===== src/rtl/addsub_64bit_seq.sv =====
// Two-pass 64-bit add/subtract sequencer driving an external 32-bit ripple adder.
// The low words go out first, the high words next, and the carry is chained between the two passes.
module addsub_64bit_seq (
    input  logic        clk,
    input  logic        rst_n,
    input  logic        in_valid,
    output logic        in_ready,
    input  logic [63:0] in_a,
    input  logic [63:0] in_b,
    input  logic        in_sub,
    output logic [31:0] add_a,
    output logic [31:0] add_b,
    output logic        add_cin,
    output logic        add_mode,
    input  logic [31:0] add_sum,
    input  logic        add_cout,
    output logic        out_valid,
    input  logic        out_ready,
    output logic [63:0] out_result,
    output logic        out_carry,
    output logic        out_overflow,
    output logic        out_zero
);

    typedef enum logic [1:0] {
        IDLE = 2'd0,
        LO   = 2'd1,
        HI   = 2'd2,
        DONE = 2'd3
    } state_t;

    state_t      state;
    logic [63:0] op_a;
    logic [63:0] op_b;
    logic        op_sub;
    logic        carry_mid;
    logic [31:0] lo_sum;

    assign in_ready = (state == IDLE);

    // The low half is held privately so the visible result only changes in HI.
    always_ff @(posedge clk or negedge rst_n) begin
        if (!rst_n) begin
            state        <= IDLE;
            op_a         <= '0;
            op_b         <= '0;
            op_sub       <= 1'b0;
            carry_mid    <= 1'b0;
            lo_sum       <= '0;
            out_result   <= '0;
            out_carry    <= 1'b0;
            out_overflow <= 1'b0;
            out_zero     <= 1'b0;
            out_valid    <= 1'b0;
        end else begin
            case (state)
                IDLE: begin
                    if (in_valid) begin
                        op_a   <= in_a;
                        op_b   <= in_b;
                        op_sub <= in_sub;
                        state  <= LO;
                    end
                end
                LO: begin
                    lo_sum    <= add_sum;
                    carry_mid <= add_cout;
                    state     <= HI;
                end
                HI: begin
                    out_result   <= {add_sum, lo_sum};
                    out_carry    <= add_cout;
                    out_overflow <= (op_a[63] == (op_b[63] ^ op_sub)) &&
                                    (add_sum[31] != op_a[63]);
                    out_zero     <= (lo_sum == 32'd0) && (add_sum == 32'd0);
                    out_valid    <= 1'b1;
                    state        <= DONE;
                end
                DONE: begin
                    if (out_ready) begin
                        out_valid <= 1'b0;
                        state     <= IDLE;
                    end
                end
                default: begin
                    state <= IDLE;
                end
            endcase
        end
    end

    // The adder operand B is sent raw, because the adder inverts it itself when add_mode is set.
    always_comb begin
        add_a    = '0;
        add_b    = '0;
        add_cin  = 1'b0;
        add_mode = 1'b0;
        case (state)
            LO: begin
                add_a    = op_a[31:0];
                add_b    = op_b[31:0];
                add_cin  = op_sub;
                add_mode = op_sub;
            end
            HI: begin
                add_a    = op_a[63:32];
                add_b    = op_b[63:32];
                add_cin  = carry_mid;
                add_mode = op_sub;
            end
            default: begin
                add_a    = '0;
                add_b    = '0;
                add_cin  = 1'b0;
                add_mode = 1'b0;
            end
        endcase
    end

endmodule


===== config.mk =====
export PLATFORM = sky130hd
export DESIGN_NAME = addsub_64bit_seq
export DESIGN_NICKNAME = d
export VERILOG_FILES = /design/src/rtl/addsub_64bit_seq.sv
export SDC_FILE = /design/constraint.sdc
export NUM_CORES = 1
export LEC_CHECK = 0
export CORE_MARGIN = 2
export CORE_UTILIZATION = 50
export DETAILED_ROUTE_END_ITERATION = 16
export HOLD_SLACK_MARGIN = 0.08
export PLACE_DENSITY_LB_ADDON = 0.1
export SYNTH_ARGS = -nofsm -noshare
export SYNTH_HDL_FRONTEND = slang
export SYNTH_SLANG_ARGS = --single-unit

===== constraint.sdc =====
create_clock -name clk -period 2.85 [get_ports clk]
set_clock_uncertainty 0.1 [all_clocks]
set_input_delay 0.57 -clock clk [delete_from_list [all_inputs] [get_ports clk]]
set_output_delay 0.57 -clock clk [all_outputs]
set_load 0.02 [all_outputs]

==> impl_metrics.py, run 1 <==
metrics = {
    "status": {
        "status": "finished, final reports clean",
    },
    "floorplanning": {
        "die-area_mm2": 0.02004,
        "pin_count": 301,
        "start_util_pct": 50.74,
        "rows": 50,
        "die_h_um": 141.5,
        "die_w_um": 141.5,
        "core_mm2": 0.01864,
    },
    "power_and_ir_drop": {
        "p_per_area_mw_per_mm2": 1245,
        "totalPowerFinal_w": 0.01697,
        "ir_drop_mv": 0.6637,
        "p_leak_nw": 5.756,
    },
    "timing": {
        "worst_pin_slew_ns": 0.8663,
        "min_period_over_period_pct": 97.49,
        "finalMaxSlewViolations": 0,
        "fmax_ghz": 0.3599,
        "whs_ns": 0.4034,
        "slew_headroom_pct": 42.25,
        "hold_violations": 0,
        "setup_viol": 0,
        "setup_tns_ns": 0,
        "post-route-min-period_ns": 2.778,
    },
    "route": {
        "dr.pass1.iters": 4,
        "wl_mm": 23.71,
        "drc": 0,
        "drt_iter0_drc": 196,
        "drt-vias-per-instance": 5.491,
        "route.antenna.remaining_nets": 0,
        "dr_total_vias": 6424,
        "wl_per_cell_um": 20.26,
    },
    "clocking": {
        "clock_path_buffers": 3,
        "path_clk_slew_ns": 0.06,
        "numCtsBuffers": 25,
        "clk_latency_ns": 0.50,
        "ctsHtreeMaxLevel": 1,
        "cts_sinks": 232,
        "cts_tree": "built",
        "clock-root-buffer": "clkbuf_16",
    },
    "finish": {
        "multi_input_area_mm2": 0.003487,
        "drive_gt1_share_pct": 36.00,
        "regArea_mm2": 0.005806,
        "fillCellCount": 1238,
        "fin_nets": 1092,
        "area_growth_pct": 44.11,
        "antenna_cells": 0,
    },
    "synth": {
        "synth_cell_type_count": 25,
        "synth_seq_area_share_pct": 61.38,
        "synthCells": 615,
        "yosysWarnings": 0,
        "syn_area_mm2": 0.009459,
        "syn_area_per_cell_um2": 15.38,
        "synth_seq_cells": 232,
        "synth_fp_nets": 786,
    },
    "hold_path": {
        "min_from": "op_b[45]",
        "holdPathEnd": "op_b[45]",
        "hold_path_class": "register to register",
        "whs_path_depth": 1,
    },
    "setup_path": {
        "r2r_start": "state[0]",
        "cpMaxStageDelayCell": "dfrtp_1",
        "cp_data_arrival_time_ns": 2.11,
        "r2r-end": "out_result[13]",
        "path_cells": "buf_4 > ha_2 > and2_4 > buf_12 > a22o_1 > clkdlybuf4s15_1",
        "cp_max_fo": 20,
        "worstSetupStartpointType": "register",
        "crit_type": "register to output port",
        "crit_family": "buffers and inverters",
        "regToRegSetupSlack_ns": 0.83,
        "critPathBufInv": 3,
        "worstRegToRegCells": 4,
        "cp-end-kind": "output port",
        "critical_path.max_stage_delay_ns": 0.38,
        "crit_required_ns": 2.18,
    },
    "placement": {
        "portBuffers": 300,
        "dp_hpwl_mm": 16.82,
        "routabilityCongestion": 0.8227,
    },
    "global_route": {
        "grt_usage_pct": 23.66,
        "grt_overflow": 0,
        "grt_antenna_before_repair": 0,
        "grt_pass1_vias": 7101,
        "grt_max_degree": 84,
        "grt_pass1_wl_mm": 37.68,
    },
    "run": {
        "cap_violations": 0,
    },
}
-- stage by stage --
step / cell area, µm² / std cells / util, % / worst slack (ns)
final: 13630 / 1170 / 73.12 / 0.07165
after global routing: 13630 / 1170 / 73.12 / -0.0005731
after CTS: 13670 / 1167 / 73.35 / 0.001025
after detailed placement: 12830 / 1123 / 68.83 / 0.06644
after global placement: 12830 / 1123 / 68.83 / 0.1004
after floorplan: 9459 / 615 / - / 0.5486
-- how the worst max path moves through the flow --
stage / endpoint / slack [ns] / cells after the start / start
after floorplan: add_a[0] / 0.55 / 7 / state[1]
after global placement: add_b[2] / 0.10 / 6 / state[0]
after detailed placement: add_a[0] / 0.07 / 6 / state[0]
after CTS: add_a[14] / 0.001 / 6 / state[0]
after global routing: add_a[10] / -0.0006 / 6 / state[0]
final: add_a[25] / 0.07 / 6 / state[0]
-- layer usage --
layer / wire [µm] / vias to the layer above / global-route usage (%)
met5: 0 / - / 0
met4: 1126 / 0 / 9.895
met3: 1459 / 62 / 5.400
met2: 11700 / 236 / 40.44
met1: 9417 / 3255 / 29.14
li1: - / 2871 / -
-- cells in the mapped netlist --
cell type  count  share of area [%]
a22o_1        65                6.0
o22ai_2        1               0.13
buf_1          6               0.24
and2_1         3               0.20
or4_1          1              0.079
a21oi_1        1              0.053
buf_2         24                1.3
o22ai_1        2               0.13
mux2_2       228                 27
nand4_1        3               0.20
dfrtp_1      232                 61
clkbuf_1       9               0.36
nand2_1        3               0.12
nor3_1         2               0.11
buf_4          1              0.079
xor2_1         1              0.093
a31oi_1        1              0.066
nor2_1         4               0.16
nand3b_1       1              0.079
nor4_1        13               0.86
inv_1          6               0.24
nand3_1        1              0.053
nor4b_2        1               0.16
ha_1           5               0.66
nor4_2         1               0.13
-- cells in the final DEF (no fill, tap or decap), types with 8 or more instances in the layout --
cell,synthesis,routed
clkdlybuf4s50_1,0,234
dfrtp_1,232,232
mux2_2,228,228
a22o_1,65,65
clkbuf_16,0,27
clkbuf_2,0,23
clkdlybuf4s15_2,0,22
clkdlybuf4s15_1,0,20
nor4_1,13,13
buf_12,0,10
clkbuf_1,9,8
-- cells by family after synthesis --
group / count (synthesis) / synth area share (%)
AO/OA/AOI/OAI: 70 / 6.402
XOR/XNOR: 1 / 0.09261
buffers and inverters: 46 / 2.183
adder cells (fa/ha/maj): 5 / 0.6614
AND/OR/NAND/NOR: 33 / 2.143
multiplexers: 228 / 27.14
flip-flops: 232 / 61.38
-- flip-flops by register name (all words and copies together), names as in the netlist, 2 cells and up --
register / cells
lo_sum: 32
op_b: 64
state: 2
op_a: 64
out_result: 64
-- repair_timing --
item	CTS	global route
pin swaps	0	0
buffers inserted	1	1
endpoints found under the hold margin	29	0
gates cloned	0	2
hold buffers	1	0
gates resized for setup	154	27
endpoints found under the setup margin	65	65
-- final cells by class --
cell class	count	share of cell area [%]
Sequential cell	232	42.59
Multi-Input combinational cell	337	25.58
Timing Repair Buffer	319	23.69
Clock buffer	38	5.314
Tap cell	234	2.148
Clock inverter	4	0.5140
Inverter	6	0.1652
-- report_power, final --
part | leakage (nW) | switching [W] | internal (W) | total [W]
Sequential | 2.74 | 0.00101 | 0.00502 | 0.00602
Combinational | 2.63 | 0.00361 | 0.00420 | 0.00781
Clock | 0.390 | 0.00122 | 0.00192 | 0.00314
Power figures use the tool's default switching activity.
==> run 2: changes to the inputs <==
--- a/config.mk
+++ b/config.mk
@@ -7,7 +7,10 @@
 export LEC_CHECK = 0
 export CORE_MARGIN = 2
 export CORE_UTILIZATION = 50
+export CTS_CLUSTER_DIAMETER = 40
+export CTS_CLUSTER_SIZE = 30
 export DETAILED_ROUTE_END_ITERATION = 16
+export GPL_TIMING_DRIVEN = 0
 export HOLD_SLACK_MARGIN = 0.08
 export PLACE_DENSITY_LB_ADDON = 0.1
 export SYNTH_ARGS = -nofsm -noshare
==> run 2 against run 1 <==
Net effect:
- setup slack got worse by 0.053 ns
- core utilization rose by 2.6 points
- via count increased by 2.5%
- combinational power is 2.7% higher
- count of clock-buffer cells in the layout up 6
- first-iteration DRC count rose by 20%
- cell count is 4.3% higher
- final area is 3.6% higher
- largest cell class unchanged
==> impl_metrics.py, run 2 (same netlist as run 1, synthesis figures left out) <==
metrics = {
    "status": {
        "status": "finished, final reports clean",
    },
    "timing": {
        "setup_viol": 0,
        "worst_pin_slew_ns": 0.6119,
        "min_period_over_period_pct": 99.35,
        "hold_violations": 0,
        "post-route-min-period_ns": 2.831,
        "whs_ns": 0.4015,
        "finalMaxSlewViolations": 0,
        "grt_setup_unrepaired": "yes",
        "slew_headroom_pct": 59.21,
        "fmax_ghz": 0.3532,
    },
    "setup_path": {
        "crit_type": "register to output port",
        "cp_max_fo": 10,
        "crit_required_ns": 2.18,
        "r2r_start": "state[0]",
        "cp-end-kind": "output port",
        "r2r-end": "op_a[23]",
        "worstSetupStartpointType": "register",
        "cp_data_arrival_time_ns": 2.16,
        "worstRegToRegCells": 6,
        "regToRegSetupSlack_ns": 0.65,
    },
    "placement": {
        "post_dp_cell_area_mm2": 0.01281,
        "routabilityCongestion": 0.7758,
        "dp_cells": 1151,
        "dp_hpwl_mm": 18.13,
        "portBuffers": 300,
    },
    "floorplanning": {
        "die-area_mm2": 0.02004,
        "core_mm2": 0.01864,
        "pin_count": 301,
        "die_h_um": 141.5,
        "start_util_pct": 50.74,
        "die_w_um": 141.5,
        "rows": 50,
    },
    "clocking": {
        "clk_latency_ns": 0.50,
        "cts_tree": "built",
        "clock_path_buffers": 3,
        "path_clk_slew_ns": 0.05,
        "cts_sinks": 232,
        "ctsHtreeMaxLevel": 2,
        "numCtsBuffers": 36,
        "clock-root-buffer": "clkbuf_16",
    },
    "route": {
        "wl_mm": 25.24,
        "drt-vias-per-instance": 5.395,
        "drt_iter0_drc": 236,
        "dr_total_vias": 6582,
        "route.antenna.remaining_nets": 0,
        "dr.pass1.iters": 4,
        "wl_per_cell_um": 20.69,
        "drc": 0,
    },
    "global_route": {
        "grt_pass1_vias": 7286,
        "grt_antenna_before_repair": 0,
        "grt_max_degree": 93,
        "grt_usage_pct": 25.55,
        "grt_overflow": 0,
        "grt_pass1_wl_mm": 39.74,
    },
    "power_and_ir_drop": {
        "p_seq_share_pct": 32.4,
        "combPwrFrac_pct": 43.0,
        "p_int_w": 0.01232,
        "ir_drop_mv": 0.7711,
        "swShare_pct": 33.85,
        "clkPwrFrac_pct": 24.6,
        "p_per_area_mw_per_mm2": 1319,
        "p_sw_w": 0.006303,
        "p_leak_nw": 6.124,
    },
    "finish": {
        "fillCellCount": 1156,
        "drive_gt1_share_pct": 41.28,
        "final_cells": 1220,
        "reg.largest.list": "op_a: 64 flops, op_b: 64 flops, out_result: 64 flops",
        "fin_nets": 1133,
        "final_cell_mix": "clkdlybuf4s50_1, dfrtp_1, mux2_2, a22o_1, buf_2",
        "final_common_cell": "clkdlybuf4s50_1",
        "final_area_mm2": 0.01412,
        "area_growth_pct": 49.26,
        "antenna_cells": 0,
    },
    "run": {
        "cap_violations": 0,
    },
    "hold_path": {
        "hold_path_class": "register to register",
        "min_from": "out_result[35]",
        "holdPathEnd": "out_result[35]",
        "whs_path_depth": 1,
    },
}
==> run 2: changes by cell type in the layout (fill, tap and decap cells not counted), moves of 5 or more <==
cell / previous run / this run
buf_2: 0 / 48
buf_8: 1 / 6
clkdlybuf4s15_1: 20 / 0
clkbuf_2: 23 / 3
buf_4: 5 / 26
buf_6: 1 / 12
buf_12: 10 / 0
inv_6: 0 / 6
clkdlybuf4s15_2: 22 / 9
clkbuf_16: 27 / 37
==> run 2: metal layers <==
metal / GRT usage, % / routed length, µm / vias up
li1: - / - / 2974
met4: 9.579 / 770 / 0
met3: 7.189 / 1802 / 51
met2: 44.99 / 13000 / 240
met1: 29.84 / 9669 / 3317
met5: 0 / 0 / -
==> run 2: stage by stage <==
step	setup TNS (ns)	util, %	total power [W]	setup slack [ns]
finish	0	75.73	0.01862	0.01860
global placement	-1888.59	68.42	0.01373	-8.073
floorplan	0	-	0.01055	0.5486
global route	-0.2823	75.73	0.01953	-0.02485
CTS	0	75.31	0.01859	0.0001970
detailed placement	-21.20	68.74	0.01404	-0.4888
==> run 2: worst max-delay path, stage by stage (launching register included) <==
cell and delay (ns):
dfrtp_1 0.40, buf_6 0.13, ha_4 0.14, buf_6 0.13, and2_4 0.18, buf_8 0.15
clkbuf_8 0.16, a22o_1 0.20, buf_4 0.16
==> run 2: worst max-delay path by stage <==
stage | start | end | slack (ns) | cells after the start
floorplan | state[1] | add_a[0] | 0.55 | 7
global placement | rst_n | op_b[20] | -8.07 | 1
detailed placement | state[1] | add_b[2] | -0.49 | 8
CTS | state[1] | add_b[13] | 0.0002 | 8
global route | state[0] | add_a[6] | -0.02 | 8
finish | state[1] | add_b[14] | 0.02 | 8
==> run 2: area by class of cell <==
type / instances / area [µm²] / area share [%]
sequential: 232 / 5806 / 41.12
multi-input combinational: 337 / 3480 / 24.65
timing repair buffer: 309 / 2933 / 20.77
clock buffer: 44 / 982.2 / 6.957
buffer: 40 / 325.3 / 2.304
tap: 234 / 292.8 / 2.074
clock inverter: 18 / 277.8 / 1.967
inverter: 6 / 22.52 / 0.1595
==> run 2: timing repair <==
action / CTS / global route
resized for setup: 298 / 47
hold buffers: 1 / 0
setup buffers: 3 / 1
cloned: 2 / 0
pin swaps: 1 / 1
endpoints found under the hold margin: 69 / 0
setup endpoints to repair: 65 / 65
==> run 2: power groups by stage <==
stage	Clock [W]	Combinational, W	Sequential, W
floorplan	0	0.00420	0.00636
global placement	0	0.00780	0.00593
detailed placement	0	0.00800	0.00605
CTS	0.00464	0.00794	0.00602
global route	0.00479	0.00852	0.00623
finish	0.00458	0.00802	0.00603
==> run 3: changes to the inputs <==
--- a/config.mk
+++ b/config.mk
@@ -5,13 +5,16 @@
 export SDC_FILE = /design/constraint.sdc
 export NUM_CORES = 1
 export LEC_CHECK = 0
+export CELL_PAD_IN_SITES_DETAIL_PLACEMENT = 1
+export CELL_PAD_IN_SITES_GLOBAL_PLACEMENT = 2
 export CORE_MARGIN = 2
-export CORE_UTILIZATION = 50
+export CORE_UTILIZATION = 34
 export CTS_CLUSTER_DIAMETER = 40
 export CTS_CLUSTER_SIZE = 30
 export DETAILED_ROUTE_END_ITERATION = 16
 export GPL_TIMING_DRIVEN = 0
 export HOLD_SLACK_MARGIN = 0.08
+export MAX_ROUTING_LAYER = met4
 export PLACE_DENSITY_LB_ADDON = 0.1
 export SYNTH_ARGS = -nofsm -noshare
 export SYNTH_HDL_FRONTEND = slang
==> run 3 against run 2 <==
Net effect:
- sequential share of layout area fell by 1.2 points
- combinational power rose by 5.1%
- critical path depth did not move
- die area rose by 46%
- first-iteration DRC count rose by 3.8%
- setup slack got worse by 0.016 ns
- via count rose by 1.8%
- register-to-register slack barely moved
- cell count rose by 13%
- count of clock-buffer cells in the layout rose by 8
- highest routed layer unchanged
==> impl_metrics.py, run 3 (same netlist as run 1, synthesis figures left out) <==
metrics = {
    "power_and_ir_drop": {
        "p_per_area_mw_per_mm2": 1318,
        "ir_drop_mv": 0.4769,
        "p_leak_nw": 6.249,
    },
    "clocking": {
        "ctsHtreeMaxLevel": 2,
        "clock_path_buffers": 3,
        "cts_tree": "built",
        "clock-root-buffer": "clkbuf_16",
        "path_clk_slew_ns": 0.05,
        "clk_latency_ns": 0.51,
        "cts_sinks": 232,
        "numCtsBuffers": 40,
    },
    "route": {
        "dr.max_layer_used": "met4",
        "drt-vias-per-instance": 4.852,
        "route.met3.wl_mm": 2.500,
        "wl_per_cell_um": 20.95,
        "wl_mm": 28.94,
        "drc": 0,
        "dr.pass1.iters": 4,
        "dr_total_vias": 6700,
        "routed-wl-met2_mm": 14.81,
        "routedLengthMet1_mm": 11.12,
        "route.antenna.remaining_nets": 0,
        "drt_iter0_drc": 245,
    },
    "floorplanning": {
        "die_w_um": 170.8,
        "rows": 61,
        "pin_count": 301,
        "start_util_pct": 34.33,
        "die-area_mm2": 0.02917,
        "core_mm2": 0.02755,
        "die_h_um": 170.8,
    },
    "setup_path": {
        "crit_type": "register to output port",
        "worstSetupStartpointType": "register",
        "cp_max_fo": 10,
        "cp_data_arrival_time_ns": 2.18,
        "worstRegToRegCells": 6,
        "regToRegSetupSlack_ns": 0.64,
        "cp-end-kind": "output port",
        "crit_required_ns": 2.18,
    },
    "global_route": {
        "grt_antenna_before_repair": 1,
        "grt_max_degree": 96,
        "grt_usage_pct": 20.51,
        "grt_pass1_vias": 7711,
        "grt_pass1_wl_mm": 44.55,
        "grt_overflow": 0,
    },
    "placement": {
        "portBuffers": 300,
        "dp_hpwl_mm": 20.90,
        "routabilityCongestion": 0.7711,
    },
    "finish": {
        "fin_nets": 1141,
        "finalCoreUtilization_pct": 52.84,
        "area_growth_pct": 53.90,
        "drive_gt1_share_pct": 42.06,
        "final_common_cell": "clkdlybuf4s50_1",
        "reg.largest.list": "op_a: 64 flops, op_b: 64 flops, out_result: 64 flops",
        "final_cell_mix": "clkdlybuf4s50_1, dfrtp_1, mux2_2, a22o_1, buf_2",
    },
    "timing": {
        "min_period_over_period_pct": 99.91,
        "grt_setup_unrepaired": "yes",
        "whs_ns": 0.4012,
        "setup_viol": 0,
        "hold_violations": 0,
        "post-route-min-period_ns": 2.848,
        "fmax_ghz": 0.3512,
        "finalMaxSlewViolations": 0,
        "worst_pin_slew_ns": 0.6196,
        "slew_headroom_pct": 58.70,
        "setup_tns_ns": 0,
    },
    "hold_path": {
        "hold_path_class": "register to register",
        "whs_path_depth": 1,
    },
    "status": {
        "status": "finished, final reports clean",
    },
    "run": {
        "cap_violations": 0,
    },
}
[run 3: cell count changes in the layout (fill, tap and decap cells not counted), moves of 6 or more]
cell and change:
clkinv_2 +6, clkbuf_16 +9, buf_4 -13, buf_6 +15, clkdlybuf4s15_2 -6
[run 3: worst paths after layout]
| path | start | to |
|---|---|---|
| max in group asynchronous | rst_n | op_b[60] |
| max reg2reg | state[0] | op_a[23] |
| min in group asynchronous | rst_n | out_result[13] |
| max | state[1] | add_b[17] |
| min | op_a[45] | op_a[45] |
| min reg2reg | op_a[45] | op_a[45] |
[run 3: layout make-up]
type                            count  area, µm²
Sequential cell                   232       5806
Fill cell                        2681      13000
Clock buffer                       52       1127
Inverter                            6      22.52
Antenna cell                        2      5.005
Timing Repair Buffer              313       3045
Multi-Input combinational cell    337       3470
Clock inverter                     21      220.2
Tap cell                          378      473.0
Buffer                             40      389.1
[run 3: layer usage]
layer	up-vias	track usage, %
li1	2999	-
met1	3438	23.31
met2	226	34.94
met3	37	6.685
met4	0	5.314
met5	-	-
[run 3: power breakdown]
part	internal [W]	switching, W	total, W
clock network	0.00308	0.00163	0.00472
logic	0.00453	0.00389	0.00843
registers	0.00502	0.00102	0.00604
total	0.0126	0.00655	0.0192
[run 3: critical path, cell delays in order (launching register included)]
cell	delay [ns]
dfrtp_1	0.39
buf_4	0.15
ha_2	0.17
buf_6	0.11
and2_4	0.17
buf_12	0.15
clkbuf_16	0.16
a22o_1	0.23
buf_6	0.14
[run 3: timing repair]
item                       in CTS  in global routing
gates cloned                    3                  1
setup endpoints to repair      65                 61
buffers inserted                4                  2
hold endpoints to repair       49                  0
pin swaps                       0                 18
gates resized for setup       330                 49
hold buffers                    1                  0
[run 3: metrics by stage]
stage | instance area (µm²) | setup slack [ns] | power (W) | cells
2_1_floorplan | 9459 | 0.5486 | 0.01055 | 615
3_3_place_gp | 12930 | -8.478 | 0.01390 | 1293
3_5_place_dp | 13000 | -0.5837 | 0.01422 | 1295
4_1_cts | 14440 | -0.01201 | 0.01922 | 1376
5_1_grt | 14560 | -0.04938 | 0.02031 | 1380
6_report | 14560 | 0.002463 | 0.01919 | 1381
